[config.mk]
export PLATFORM = sky130hd
export DESIGN_NAME = mandelbrot_iter_ctrl_flat
export DESIGN_NICKNAME = d
export VERILOG_FILES = /design/src/rtl/mandelbrot_iter_ctrl_if.sv /design/src/rtl/mandelbrot_iter_ctrl.sv /design/src/flat_wrapper.sv
export SDC_FILE = /design/constraint.sdc
export NUM_CORES = 1
export LEC_CHECK = 0
export BUFFER_PORTS_ARGS = -buffer_cell sky130_fd_sc_hd__buf_2
export CAP_MARGIN = 20
export CORE_ASPECT_RATIO = 0.6
export CORE_MARGIN = 2
export CORE_UTILIZATION = 51
export DETAILED_ROUTE_END_ITERATION = 10
export HOLD_SLACK_MARGIN = 0.03
export PLACE_DENSITY = 0.8
export SYNTH_ARGS = -nofsm -noshare
export SYNTH_HDL_FRONTEND = slang
export SYNTH_SLANG_ARGS = --single-unit
[constraint.sdc]
create_clock -name clk -period 3 [get_ports clk]
set_input_delay 0.15 -clock clk [delete_from_list [all_inputs] [get_ports clk]]
set_output_delay 0.15 -clock clk [all_outputs]
set_load 0.02 [all_outputs]
[src/rtl/mandelbrot_iter_ctrl_if.sv]
// Job handshake bundle for mandelbrot_iter_ctrl.
// master: the side that submits points and consumes results.
// slave : the iteration controller.
interface mandelbrot_iter_ctrl_if #(
  parameter int WIDTH     = 8,
  parameter int CNT_WIDTH = 8
);
  logic                        in_valid;
  logic                        in_ready;
  logic signed [WIDTH-1:0]     in_cr;
  logic signed [WIDTH-1:0]     in_ci;
  logic        [CNT_WIDTH-1:0] in_max_iter;
  logic                        out_valid;
  logic                        out_ready;
  logic        [CNT_WIDTH-1:0] out_iter;
  logic                        out_escaped;

  modport master (
    output in_valid, in_cr, in_ci, in_max_iter, out_ready,
    input  in_ready, out_valid, out_iter, out_escaped
  );

  modport slave (
    input  in_valid, in_cr, in_ci, in_max_iter, out_ready,
    output in_ready, out_valid, out_iter, out_escaped
  );
endinterface

[src/rtl/mandelbrot_iter_ctrl.sv]
// mandelbrot_iter_ctrl: sequences one point c through an external
// mandelbrot_alu (z <= z^2 + c) until the ALU flags an escape or the
// iteration limit N is reached. One job in flight at a time.
// Optional build macro MANDEL_CYCLE_DETECT_EN adds Brent-style cycle
// detection: a reference z is snapshotted at iter 0 and every power of two,
// and a repeat of that value ends the job early as "bounded".
module mandelbrot_iter_ctrl #(
  parameter int WIDTH     = 8,
  parameter int CNT_WIDTH = 8
) (
  input  logic                    clk,
  input  logic                    rst,
  mandelbrot_iter_ctrl_if.slave   job,
  output logic signed [WIDTH-1:0] alu_cr,
  output logic signed [WIDTH-1:0] alu_ci,
  output logic signed [WIDTH-1:0] alu_zr,
  output logic signed [WIDTH-1:0] alu_zi,
  input  logic signed [WIDTH-1:0] alu_out_zr,
  input  logic signed [WIDTH-1:0] alu_out_zi,
  input  logic                    alu_size,
  input  logic                    alu_overflow
);

  typedef enum logic [1:0] {IDLE, RUN, DONE} state_t;

  state_t                state_reg, state_next;
  logic signed [WIDTH-1:0] cr_reg, ci_reg, zr_reg, zi_reg;
  logic [CNT_WIDTH-1:0]  iter_reg;
  logic [CNT_WIDTH-1:0]  max_iter_reg;
  logic [CNT_WIDTH-1:0]  out_iter_reg;
  logic                  out_escaped_reg;
  logic [CNT_WIDTH-1:0]  iter_inc;

  // Per-cycle actions decoded by the FSM; at most one is set per cycle.
  logic accept;
  logic exit_esc;
  logic exit_lim;
  logic step;
  logic cycle_hit;

  // iter never exceeds N-1 in RUN, so iter+1 cannot wrap.
  assign iter_inc = iter_reg + CNT_WIDTH'(1);

`ifdef MANDEL_CYCLE_DETECT_EN
  logic [2*WIDTH-1:0] z_ref_reg;
  logic [2*WIDTH-1:0] z_cur;
  logic [2*WIDTH-1:0] z_cmp;
  logic               iter_pow2;

  // iter & (iter-1) is zero exactly when iter is zero or a power of two.
  assign iter_pow2 = ((iter_reg & (iter_reg - CNT_WIDTH'(1))) == '0);
  assign z_cur     = {zr_reg, zi_reg};
  assign z_cmp     = iter_pow2 ? z_cur : z_ref_reg;
  assign cycle_hit = ({alu_out_zr, alu_out_zi} == z_cmp);

  // Reference snapshot taken on the same cycles the live z is used as ref.
  always_ff @(posedge clk or posedge rst) begin
    if (rst) begin
      z_ref_reg <= '0;
    end else if (state_reg == RUN && iter_pow2) begin
      z_ref_reg <= z_cur;
    end
  end
`else
  assign cycle_hit = 1'b0;
`endif

  // FSM state register.
  always_ff @(posedge clk or posedge rst) begin
    if (rst) begin
      state_reg <= IDLE;
    end else begin
      state_reg <= state_next;
    end
  end

  // Next-state and action decode: escape > cycle repeat > limit > step.
  always_comb begin
    state_next = state_reg;
    accept     = 1'b0;
    exit_esc   = 1'b0;
    exit_lim   = 1'b0;
    step       = 1'b0;
    case (state_reg)
      IDLE: begin
        if (job.in_valid) begin
          accept     = 1'b1;
          state_next = (job.in_max_iter == '0) ? DONE : RUN;
        end
      end
      RUN: begin
        if (alu_size || alu_overflow) begin
          exit_esc   = 1'b1;
          state_next = DONE;
        end else if (cycle_hit || (iter_inc == max_iter_reg)) begin
          exit_lim   = 1'b1;
          state_next = DONE;
        end else begin
          step = 1'b1;
        end
      end
      DONE: begin
        if (job.out_ready) begin
          state_next = IDLE;
        end
      end
      default: state_next = IDLE;
    endcase
  end

  // Job datapath: point, limit, running z/iter and the held result.
  always_ff @(posedge clk or posedge rst) begin
    if (rst) begin
      cr_reg          <= '0;
      ci_reg          <= '0;
      zr_reg          <= '0;
      zi_reg          <= '0;
      iter_reg        <= '0;
      max_iter_reg    <= '0;
      out_iter_reg    <= '0;
      out_escaped_reg <= 1'b0;
    end else begin
      if (accept) begin
        cr_reg          <= job.in_cr;
        ci_reg          <= job.in_ci;
        max_iter_reg    <= job.in_max_iter;
        zr_reg          <= '0;
        zi_reg          <= '0;
        iter_reg        <= '0;
        out_iter_reg    <= '0;
        out_escaped_reg <= 1'b0;
      end
      if (exit_esc) begin
        out_iter_reg    <= iter_reg;
        out_escaped_reg <= 1'b1;
      end
      if (exit_lim) begin
        out_iter_reg    <= max_iter_reg;
        out_escaped_reg <= 1'b0;
      end
      if (step) begin
        zr_reg   <= alu_out_zr;
        zi_reg   <= alu_out_zi;
        iter_reg <= iter_inc;
      end
    end
  end

  assign alu_cr = cr_reg;
  assign alu_ci = ci_reg;
  assign alu_zr = zr_reg;
  assign alu_zi = zi_reg;

  assign job.in_ready    = (state_reg == IDLE);
  assign job.out_valid   = (state_reg == DONE);
  assign job.out_iter    = out_iter_reg;
  assign job.out_escaped = out_escaped_reg;

endmodule
[src/flat_wrapper.sv]
// flat-port wrapper written by rule: the top's interface ports become plain ports
module mandelbrot_iter_ctrl_flat 
#(
  parameter int WIDTH     = 8,
  parameter int CNT_WIDTH = 8
)
  (clk, rst, alu_cr, alu_ci, alu_zr, alu_zi, alu_out_zr, alu_out_zi, alu_size, alu_overflow, job_in_valid, job_in_cr, job_in_ci, job_in_max_iter, job_out_ready, job_in_ready, job_out_valid, job_out_iter, job_out_escaped);
  mandelbrot_iter_ctrl_if #(.WIDTH(WIDTH), .CNT_WIDTH(CNT_WIDTH)) job_i ();
  input  logic clk;
  input  logic rst;
  output logic signed [WIDTH-1:0] alu_cr;
  output logic signed [WIDTH-1:0] alu_ci;
  output logic signed [WIDTH-1:0] alu_zr;
  output logic signed [WIDTH-1:0] alu_zi;
  input  logic signed [WIDTH-1:0] alu_out_zr;
  input  logic signed [WIDTH-1:0] alu_out_zi;
  input  logic alu_size;
  input  logic alu_overflow;
  input wire logic [$bits(job_i.in_valid)-1:0] job_in_valid;
  input wire logic [$bits(job_i.in_cr)-1:0] job_in_cr;
  input wire logic [$bits(job_i.in_ci)-1:0] job_in_ci;
  input wire logic [$bits(job_i.in_max_iter)-1:0] job_in_max_iter;
  input wire logic [$bits(job_i.out_ready)-1:0] job_out_ready;
  output wire logic [$bits(job_i.in_ready)-1:0] job_in_ready;
  output wire logic [$bits(job_i.out_valid)-1:0] job_out_valid;
  output wire logic [$bits(job_i.out_iter)-1:0] job_out_iter;
  output wire logic [$bits(job_i.out_escaped)-1:0] job_out_escaped;
  assign job_i.in_valid = job_in_valid;
  assign job_i.in_cr = job_in_cr;
  assign job_i.in_ci = job_in_ci;
  assign job_i.in_max_iter = job_in_max_iter;
  assign job_i.out_ready = job_out_ready;
  assign job_in_ready = job_i.in_ready;
  assign job_out_valid = job_i.out_valid;
  assign job_out_iter = job_i.out_iter;
  assign job_out_escaped = job_i.out_escaped;
  mandelbrot_iter_ctrl #(.WIDTH(WIDTH), .CNT_WIDTH(CNT_WIDTH)) u_core (.clk(clk), .rst(rst), .job(job_i), .alu_cr(alu_cr), .alu_ci(alu_ci), .alu_zr(alu_zr), .alu_zi(alu_zi), .alu_out_zr(alu_out_zr), .alu_out_zi(alu_out_zi), .alu_size(alu_size), .alu_overflow(alu_overflow));
endmodule
==> results.ini <==
[critical_path]
crit_start=u_core.iter_reg[0]
rr_startpoint=u_core.iter_reg[0]
crit_fanout=10
cp_num_buf_inv=0
arrival_ps=2980
critPathRequiredTime_ps=3270
crit_type=flip-flop to flip-flop
endpoint_kind=flip-flop
critPathMaxStageDelay_ps=600
path_cells=ha_1, and3_1, and4_1, o211ai_1, a211oi_4, a221oi_2, a221o_1
critPathTopFamily=compound AO/OA/AOI/OAI gates
crit_path_top_delay_cell=a221oi_2
cp-start-kind=flip-flop

[floorplan]
ios=89
core-area_mm2=0.00518
die_h_um=61.5
fp-row-count=20
die_area_mm2=0.00614
initial_utilization_pct=54.2
dieWidth_um=99.8

[pwr]
fin_total_pwr_mw=3.53
p_leak_nw=1.86
p_per_area_mw_per_mm2=976
peakVddDrop_v=0.000577

[timing]
maxSlewViolCount=0
fin_crit_sh_pct=90.4
finalHoldViolations=0
worst_pin_slew_ps=719
tns_ps=0
period_needed_ps=2710
fin_skew_ps=9.35
fmax_mhz=369
setup_viol=0
rsz0062_at_grt=no
relSlewSlack_pct=51.9

[finish]
final_nets=390
diodes=0
final.fill_count=360
drive_above_1_share_pct=42.0
syn2layout_area_growth_pct=28.8

[placed_design]
dpl.hpwl_um=4770
port_buffers=88
routabilityCongestion=0.944

[synth]
yosys_warnings=0
synth-async-reset-ratio_pct=100
synth-edff-count=0
avgSynthCellArea_um2=11.2
synth_area_mm2=0.00281
synth_seq_cells=59
syn-num-nets=297
synthCells=250
synth_cell_types=50
ys.flop_type=dfrtp_1
ys_seq_area_share_pct=52.6

[route]
vias=2311
drtIter0Drc=182
drt_wl_total_um=6630
vias_per_cell=5.58
antenna_left=0
drc_errors=0
drtPass1Iterations=5
wire_per_inst_um=16.0

[cts]
cts_root_buf=clkbuf_8
cts_buffers=9
cts_resized=0
cts_tree=done
clock_sinks=59
path_clk_slew_ps=70
htree_levels=3
clock_latency_ps=330
cts_buffer_depth=2

[global_routing]
grt_overflow=0
antenna_found_initial=0
grt_pass1_wl_um=10400
grt_pass1_vias=2086
grt_max_degree=27
groute.usage.overall_pct=22.7

[flow_run]
drv_cap=0

[status]
outcome=finished, final reports clean

[hold_path]
worstHoldStart=alu_out_zi[6]
hp-class=primary input to flip-flop

## tightest hold or removal path, stage by stage
cell and delay, ps:
buf_2 90, inv_1 40, o21ai_1 60
## power by group
group	leakage, nW	switching [mW]	internal (mW)
clock network	0.133	0.305	0.618
logic	0.975	0.773	0.533
registers	0.752	0.226	1.07
## per-stage QoR
stage	cells	hold slack [ps]	setup WS, ps	area, um2	utilization (%)
global placement	393	200	479	3310	63.8
global route	414	30.2	126	3620	69.8
finish	414	48.8	288	3620	69.8
floorplan	250	283	681	2810	-
CTS	413	31.4	342	3610	69.6
detailed placement	393	207	392	3310	63.8
## cell usage in the layout (no fill, tap or decap), types with 3 or more instances in the layout
cell type,instances
o21ai_0,16
nand3_1,20
xor2_1,4
nand2b_1,4
buf_4,6
buf_2,88
o21ai_1,4
and3_1,10
inv_1,19
dfrtp_1,59
nand2_1,6
bufinv_16,3
a221o_1,8
a211o_1,3
nor2_1,9
nor3_1,3
xnor2_1,4
a21oi_1,3
mux2_2,24
dlygate4sd3_1,5
clkbuf_8,12
## cell families after synthesis
group / share of synthesized area, %
AOI/OAI and AO/OA: 13.9
xor gates and xnor gates: 3.30
adders and majority gates: 0.445
buffers and inverters: 5.75
DFF: 52.6
muxes: 9.62
and+or+nand+nor: 14.5
## layout make-up
type	count	area [um2]	area share [%]
clock buffer	12	165	4.57
clock inverter	4	95.1	2.63
inverter	20	75.1	2.08
multi-input combinational	154	1190	32.8
sequential	59	1480	40.8
tap	66	82.6	2.28
timing repair buffer	99	536	14.8
## worst paths after layout
kind                                          end  slack (ps)  cells past startpoint
max in group asynchronous  u_core.max_iter_reg[4]        1930                      4
min in group asynchronous        u_core.alu_cr[3]         400                      3
min                              u_core.alu_zi[6]          50                      3
min reg2reg                      u_core.alu_zi[5]         500                      2
max reg2reg                u_core.job.out_iter[0]         290                      7
max                        u_core.job.out_iter[0]         290                      7
## cell usage after synthesis, types with 2 or more instances
cell type | n | share of area (%)
and3_1 | 10 | 2.2
xnor2_1 | 4 | 1.2
nand2_1 | 7 | 0.94
nand3_1 | 20 | 3.6
a21oi_1 | 3 | 0.53
mux2_2 | 24 | 9.6
a221o_1 | 8 | 2.9
o21ai_0 | 16 | 2.9
a211o_1 | 3 | 0.94
nand2b_1 | 4 | 0.89
buf_4 | 3 | 0.80
inv_1 | 20 | 2.7
buf_2 | 3 | 0.53
nor3b_1 | 2 | 0.53
or4_1 | 2 | 0.53
nor2_1 | 9 | 1.2
nor3_1 | 3 | 0.53
clkbuf_1 | 10 | 1.3
and2_1 | 2 | 0.45
nand3b_1 | 2 | 0.53
xor2_1 | 4 | 1.2
dfrtp_1 | 59 | 53
o21ai_1 | 4 | 0.71
and4_1 | 2 | 0.62
## layer usage
layer | vias to the layer above | part of all wire [%] | routed length, um | track usage (%)
met4 | 0 | 0.38 | 25 | 7.05
met2 | 126 | 43 | 2830 | 32.2
met5 | - | 0 | 0 | 0
met1 | 1104 | 47 | 3100 | 32.7
met3 | 8 | 10 | 681 | 8.51
li1 | 1073 | - | - | -
## repair_timing
item                      4_1_cts  5_1_grt
setup buffers                   0        0
hold buffers                    4        1
hold endpoints to repair       26        1
No activity file was read; power rests on OpenSTA's default activity.
